<file path="src/rtl/controller.sv">
// Eight-phase fetch/execute sequencer for the 8-bit RISC core.
// Strobes are decoded Moore-style from the registered phase, the IR opcode and the ALU zero flag.
module controller (
  input  logic       clk,
  input  logic       rst,
  input  logic [2:0] opcode,
  input  logic       zero,
  output logic       sel,
  output logic       rd,
  output logic       ld_ir,
  output logic       inc_pc,
  output logic       ld_pc,
  output logic       ld_ac,
  output logic       wr,
  output logic       data_e,
  output logic       halt,
  output logic [2:0] phase
);

  localparam logic [2:0] OP_HLT = 3'd0;
  localparam logic [2:0] OP_SKZ = 3'd1;
  localparam logic [2:0] OP_ADD = 3'd2;
  localparam logic [2:0] OP_AND = 3'd3;
  localparam logic [2:0] OP_XOR = 3'd4;
  localparam logic [2:0] OP_LDA = 3'd5;
  localparam logic [2:0] OP_STO = 3'd6;
  localparam logic [2:0] OP_JMP = 3'd7;

  localparam logic [2:0] PH_INST_ADDR  = 3'd0;
  localparam logic [2:0] PH_INST_FETCH = 3'd1;
  localparam logic [2:0] PH_INST_LOAD  = 3'd2;
  localparam logic [2:0] PH_IDLE       = 3'd3;
  localparam logic [2:0] PH_OP_ADDR    = 3'd4;
  localparam logic [2:0] PH_OP_FETCH   = 3'd5;
  localparam logic [2:0] PH_ALU_OP     = 3'd6;
  localparam logic [2:0] PH_STORE      = 3'd7;

  logic [2:0] phase_q, phase_d;
  logic       halted_q, halted_d;
  logic       alu_op;
  logic       is_hlt, is_skz, is_sto, is_jmp;

  assign alu_op = (opcode == OP_ADD) || (opcode == OP_AND) ||
                  (opcode == OP_XOR) || (opcode == OP_LDA);
  assign is_hlt = (opcode == OP_HLT);
  assign is_skz = (opcode == OP_SKZ);
  assign is_sto = (opcode == OP_STO);
  assign is_jmp = (opcode == OP_JMP);

  // State register; reset wins over a halt decoded in the same cycle.
  always_ff @(posedge clk) begin
    if (rst) begin
      phase_q  <= 3'd0;
      halted_q <= 1'b0;
    end else begin
      phase_q  <= phase_d;
      halted_q <= halted_d;
    end
  end

  // Next-state: free-running phase counter that parks at OP_ADDR once halted.
  always_comb begin
    phase_d  = phase_q;
    halted_d = halted_q;
    if (halted_q) begin
      phase_d  = phase_q;
      halted_d = 1'b1;
    end else if ((phase_q == PH_OP_ADDR) && is_hlt) begin
      phase_d  = PH_OP_ADDR;
      halted_d = 1'b1;
    end else begin
      phase_d  = phase_q + 3'd1;
      halted_d = 1'b0;
    end
  end

  // Output decode per phase; a halted core shows only halt.
  always_comb begin
    sel    = 1'b0;
    rd     = 1'b0;
    ld_ir  = 1'b0;
    inc_pc = 1'b0;
    ld_pc  = 1'b0;
    ld_ac  = 1'b0;
    wr     = 1'b0;
    data_e = 1'b0;
    halt   = 1'b0;
    if (halted_q) begin
      halt = 1'b1;
    end else begin
      case (phase_q)
        PH_INST_ADDR: begin
          sel = 1'b1;
        end
        PH_INST_FETCH: begin
          sel = 1'b1;
          rd  = 1'b1;
        end
        PH_INST_LOAD, PH_IDLE: begin
          sel   = 1'b1;
          rd    = 1'b1;
          ld_ir = 1'b1;
        end
        PH_OP_ADDR: begin
          inc_pc = 1'b1;
          halt   = is_hlt;
        end
        PH_OP_FETCH: begin
          rd = alu_op;
        end
        PH_ALU_OP: begin
          rd     = alu_op;
          inc_pc = is_skz && zero;
          ld_pc  = is_jmp;
          data_e = is_sto;
        end
        PH_STORE: begin
          rd     = alu_op;
          ld_ac  = alu_op;
          inc_pc = is_jmp;
          ld_pc  = is_jmp;
          wr     = is_sto;
          data_e = is_sto;
        end
        default: begin
          sel = 1'b0;
        end
      endcase
    end
  end

  assign phase = phase_q;

endmodule

</file>
<file path="config.mk">
export PLATFORM = sky130hd
export DESIGN_NAME = controller
export DESIGN_NICKNAME = d
export VERILOG_FILES = /design/src/rtl/controller.sv
export SDC_FILE = /design/constraint.sdc
export NUM_CORES = 1
export LEC_CHECK = 0
export CAP_MARGIN = 25
export CORE_AREA = 2 2 39 41
export DETAILED_ROUTE_END_ITERATION = 8
export DIE_AREA = 0 0 41 43
export GPL_ROUTABILITY_DRIVEN = 0
export PLACE_DENSITY = 0.61
export REMOVE_ABC_BUFFERS = 1
export SLEW_MARGIN = 20
export SYNTH_ARGS = -nofsm -noshare
export SYNTH_HDL_FRONTEND = slang
export SYNTH_SLANG_ARGS = --single-unit
</file>
<file path="constraint.sdc">
create_clock -name clk -period 3.4 [get_ports clk]
set_input_delay 0.68 -clock clk [delete_from_list [all_inputs] [get_ports clk]]
set_output_delay 0.68 -clock clk [all_outputs]
set_load 0.05 [all_outputs]
</file>
# Yosys cells after proc, flatten, opt, wreduce, memory -nomap -nowiden
# Cells that the tools add are included.
[classes] n_addsub=1 n_eq_ne=14 n_mux=21 reduce_logical=12
[op_table] cell="$eq 3x3->1 const B" n=8
[op_table] cell="$mux 1" n=18
[op_table] cell="$eq 3x2->1 const B" n=4
[op_table] cell="$eq 3x1->1 const B" n=2
[op_table] cell="$logic_not 3->1" n=2
[op_table] cell="$reduce_or 3->1" n=2
[op_table] cell="$reduce_or 2->1" n=2
[op_table] cell="$reduce_or 4->1" n=1
[op_table] cell="$add 3x1->3 const B" n=1
[op_table] cell="$logic_or 1x1->1" n=3
[op_table] cell="$mux 3" n=1
[op_table] cell="$pmux 1 s3" n=1
[op_table] cell="$logic_and 1x1->1" n=2
[op_table] cell="$pmux 1 s2" n=1
[totals] reg_bits=4 input_bits=6 output_inout_bits=12 wordCells=50

# Longest topological paths before layout
# Gate-level depths: netlist of the first run.
[logic_depth] ltp_word=6 depth_mapped=5 depth_no_buf=5

# Worst setup path after synthesis of the first run
# No wires, ideal clock.
[synth_timing] kind="register to output" start="register phase_q[0], in the netlist phase[0]" end="output ld_pc" t_arrival_ns=2.876 slack_ns=-0.156 stages_incl_launch_ff=5 n_path_buf=0 path_cell_list="dfxtp_1 > ha_1 > ha_1 > a21oi_1 > nor4b_1"
[synth_between] elab_chain_cells=4 word_cells_on_any_way=5
[synth_rtl] element="from (decl)" line="38" text="logic [2:0] phase_q, phase_d;"
[synth_rtl] element="from (signal assigned)" line="56" text="phase_q <= phase_d;"
[synth_rtl] element="$eq 3x3->1" line="91" text="case (phase_q)"
[synth_rtl] element="$reduce_or 2->1 (no line) (*)"
[synth_rtl] element="$mux 1 (*)" line="91"
[synth_rtl] element="$mux 1 (*)" line="88" text="if (halted_q) begin"
[synth_rtl] element="to (decl)" line="12" text="output logic ld_pc,"
# Mark *: on every way between the ends. The rest lies on a longest branch, timed or not.

# Worst setup path after layout of the first run
[layout_timing] start="input opcode[0]" end="output inc_pc"
[layout_between] elab_chain_cells=4 word_cells_on_any_way=5
[layout_rtl] element="from (decl)" line="6" text="input logic [2:0] opcode,"
[layout_rtl] element="$eq 3x1->1" line="46" text="assign is_skz = (opcode == OP_SKZ);"
[layout_rtl] element="$logic_and 1x1->1" line="113" text="inc_pc = is_skz && zero;"
[layout_rtl] element="$pmux 1 s3 (*)" line="91"
[layout_rtl] element="$mux 1 (*)" line="88"
[layout_rtl] element="to (decl)" line="11" text="output logic inc_pc,"
# Marks and branches as above.

==> results of run 1 <==
[layout make-up]
cell class	instances	area [um^2]
well taps	16	20.0
repair buffers	17	165
multi-input cells	38	267
fillers	160	811
flip-flops and latches	4	80.1
clock buffers	3	22.5
inverters	5	18.8
[metal layers]
metal	up-vias	wire, um	track usage [%]	part of all wire [%]
met1	183	447	17.0	48
met5	-	0	0	0
met4	0	0	8.00	0
li1	221	-	-	-
met2	18	395	15.9	43
met3	0	86	4.19	9.3
[power groups by stage]
stage | Clock, W | Sequential, W | Combinational [W]
global placement | 0 | 0.0000580 | 0.000120
CTS | 0.0000606 | 0.0000576 | 0.000120
finish | 0.0000586 | 0.0000574 | 0.000119
detailed placement | 0 | 0.0000584 | 0.000120
floorplan | 0 | 0.0000712 | 0.0000641
global route | 0.0000693 | 0.0000585 | 0.000128
[path summary, 6_finish.rpt]
check | startpoint | end | slack [ns] | depth (start not counted)
min | phase[0] | phase[0] | 0.56 | 2
min reg2reg | phase[0] | phase[0] | 0.56 | 2
max reg2reg | phase[0] | phase[2] | 1.95 | 5
max | opcode[0] | inc_pc | 0.50 | 5
[layout by cell type, fill, tap and decap left out]
cell type	count
nor4b_1	2
buf_12	1
inv_2	1
clkbuf_4	3
a21oi_1	3
or3_1	3
o311ai_1	1
buf_4	6
a31oi_1	1
dfxtp_1	4
or4_1	2
o41a_1	1
nand4_1	1
inv_1	4
nor2_1	6
a2111oi_0	1
nand2_1	4
nand3_1	1
clkdlybuf4s50_1	10
ha_1	6
a221oi_1	1
o21ai_1	1
o22ai_1	1
nor4_1	2
xor2_1	1
[cells by family (layout without fill, tap and decap cells)]
group / count (synthesis) / after routing / share of synthesized area (%)
simple gates: 21 / 21 / 30.5
compound gates: 10 / 10 / 19.0
fa+ha+maj: 6 / 6 / 20.3
buf+inv: 6 / 25 / 6.10
flops: 4 / 4 / 21.7
xor+xnor: 1 / 1 / 2.37
[flip-flops by register name, indices dropped and copies added (netlist names)]
signal / count
phase: 3
halted_q: 1
[worst min-delay path: cells and delay by family, from the launching register on]
| kind | cells | cell delay [ns] |
|---|---|---|
| AOI/OAI and AO/OA | 1 | 0.07 |
| DFF | 1 | 0.35 |
| and+or+nand+nor | 1 | 0.08 |
[stage by stage]
stage          std cells  instance area, um^2  total power, W  worst slack [ns]
2_1_floorplan         47                  365        0.000135            -0.156
3_3_place_gp          80                  551        0.000178             0.515
3_5_place_dp          80                  551        0.000178             0.505
4_1_cts               83                  573        0.000238             0.483
5_1_grt               83                  573        0.000256             0.357
6_report              83                  573        0.000235             0.497
==> flow_metrics.tcl, run 1 <==
set metrics [dict create \
    status "completed" \
    drt-pass1-iter-count 4 \
    area_delta_synth_final_pct 55.3 \
    ys_ff_latch 4 \
    start_util_pct 26.7 \
    synth_cells 48 \
    synth_top_cell_by_area "dfxtp_1" \
    finalHoldWorstSlack_ns 0.557 \
    synth_area_per_cell_um2 7.69 \
    internal_power_w 0.000134 \
    synth_edf_count 0 \
    clockBufferDepth 2 \
    wl_per_cell_um 11.2 \
    endpoint_kind "primary output" \
    grt.total_usage_pct 12.4 \
    fmax_ghz 0.344 \
    switchingPower_w 0.000101 \
    period_share_pct 85.4 \
    setup_violations 0 \
    synth_common_cells "ha_1, nor2_1, dfxtp_1, inv_1, nand2_1" \
    worst_ep_arrival_time_ns 2.22 \
    cts_inserted_buffers 3 \
    drtAntennaViolNets 0 \
    cts_resized 0 \
    drc 0 \
    pwr-share-seq_pct 24.4 \
    insertion_delay_ns 0.23 \
    dp_hpwl_um 700 \
    ctsHoldBuffers 0 \
    ys.warnings.count 0 \
    min_path_type "register to register" \
    worstSetupPathType "input pin to primary output" \
    max_stage_delay_ns 0.60 \
    synthDistinctLibCells 22 \
    startpoint_type "input pin" \
    p_leak_nw 0.242 \
    synth_area_leaders "dfxtp_1, ha_1, nor2_1" \
    core_um2 1380 \
    antennaDiodeCount 0 \
    clockRootBuffer "clkbuf_4" \
    path_cells "clkdlybuf4s50_1 -> nand3_1 -> or4_1 -> a31oi_1 -> buf_12" \
    grt_pass1_vias 371 \
    grt_pass1_wl_um 1490 \
    post_cts_buffers 0 \
    numPortBuffers 17 \
    wl_um 929 \
    syn_area_um2 369 \
    worst_pin_slew_ns 0.496 \
    maxCapViolations 0 \
    fin_crit_ns 2.90 \
    dieWidth_um 41 \
    swShare_pct 42.9 \
    fp.dieArea_um2 1760 \
    cts_tree "done" \
    numClockSinks 4 \
    drtIter0Drc 12 \
    grt_overflow_total 0 \
    synthArstFlopShare_pct 0 \
    htreeDepth 1 \
    antenna_found_initial 0 \
    worstPathRequired_ns 2.72 \
    die_height_um 43 \
    rows 14 \
    fin_util_pct 41.4 \
    seq_area_frac_synth_pct 21.7 \
    vias 422 \
    ir_worst_vdd_v 0.000145 \
    path_max_fanout 8 \
    synth_top_area_share_pct 21.7 \
    ys.flop_type "dfxtp_1" \
    power.density_nw_per_um2 410 \
    grt_max_degree 16 \
    fin_setup_tns_ns 0 \
    hold_viol_final 0 \
    critPathBufInv 2 \
    slew_headroom_pct 66.8 \
    ios 18 \
    combPwrFrac_pct 50.7 \
    slew_violations 0 \
    layout.nets 81 \
    routed_via_density 5.08 \
    skew_ns 0.0000961 \
    cp_slowest_cell "clkdlybuf4s50_1" \
    path_clk_slew_ns 0.04 \
    p_clk_share_pct 24.9 \
    rsz0062_at_grt "false" \
    critPathTopFamily "buffers and inverters" \
    layout-drive-gt1-share_pct 16.4 \
]
Note: power is estimated with default switching activity, not from simulation.
==> inputs of run 2 (changes only) <==
- GPL_TIMING_DRIVEN: unset -> 1
==> results of run 2 <==
Final layout, timing and power as in run 1 (identical DEF).
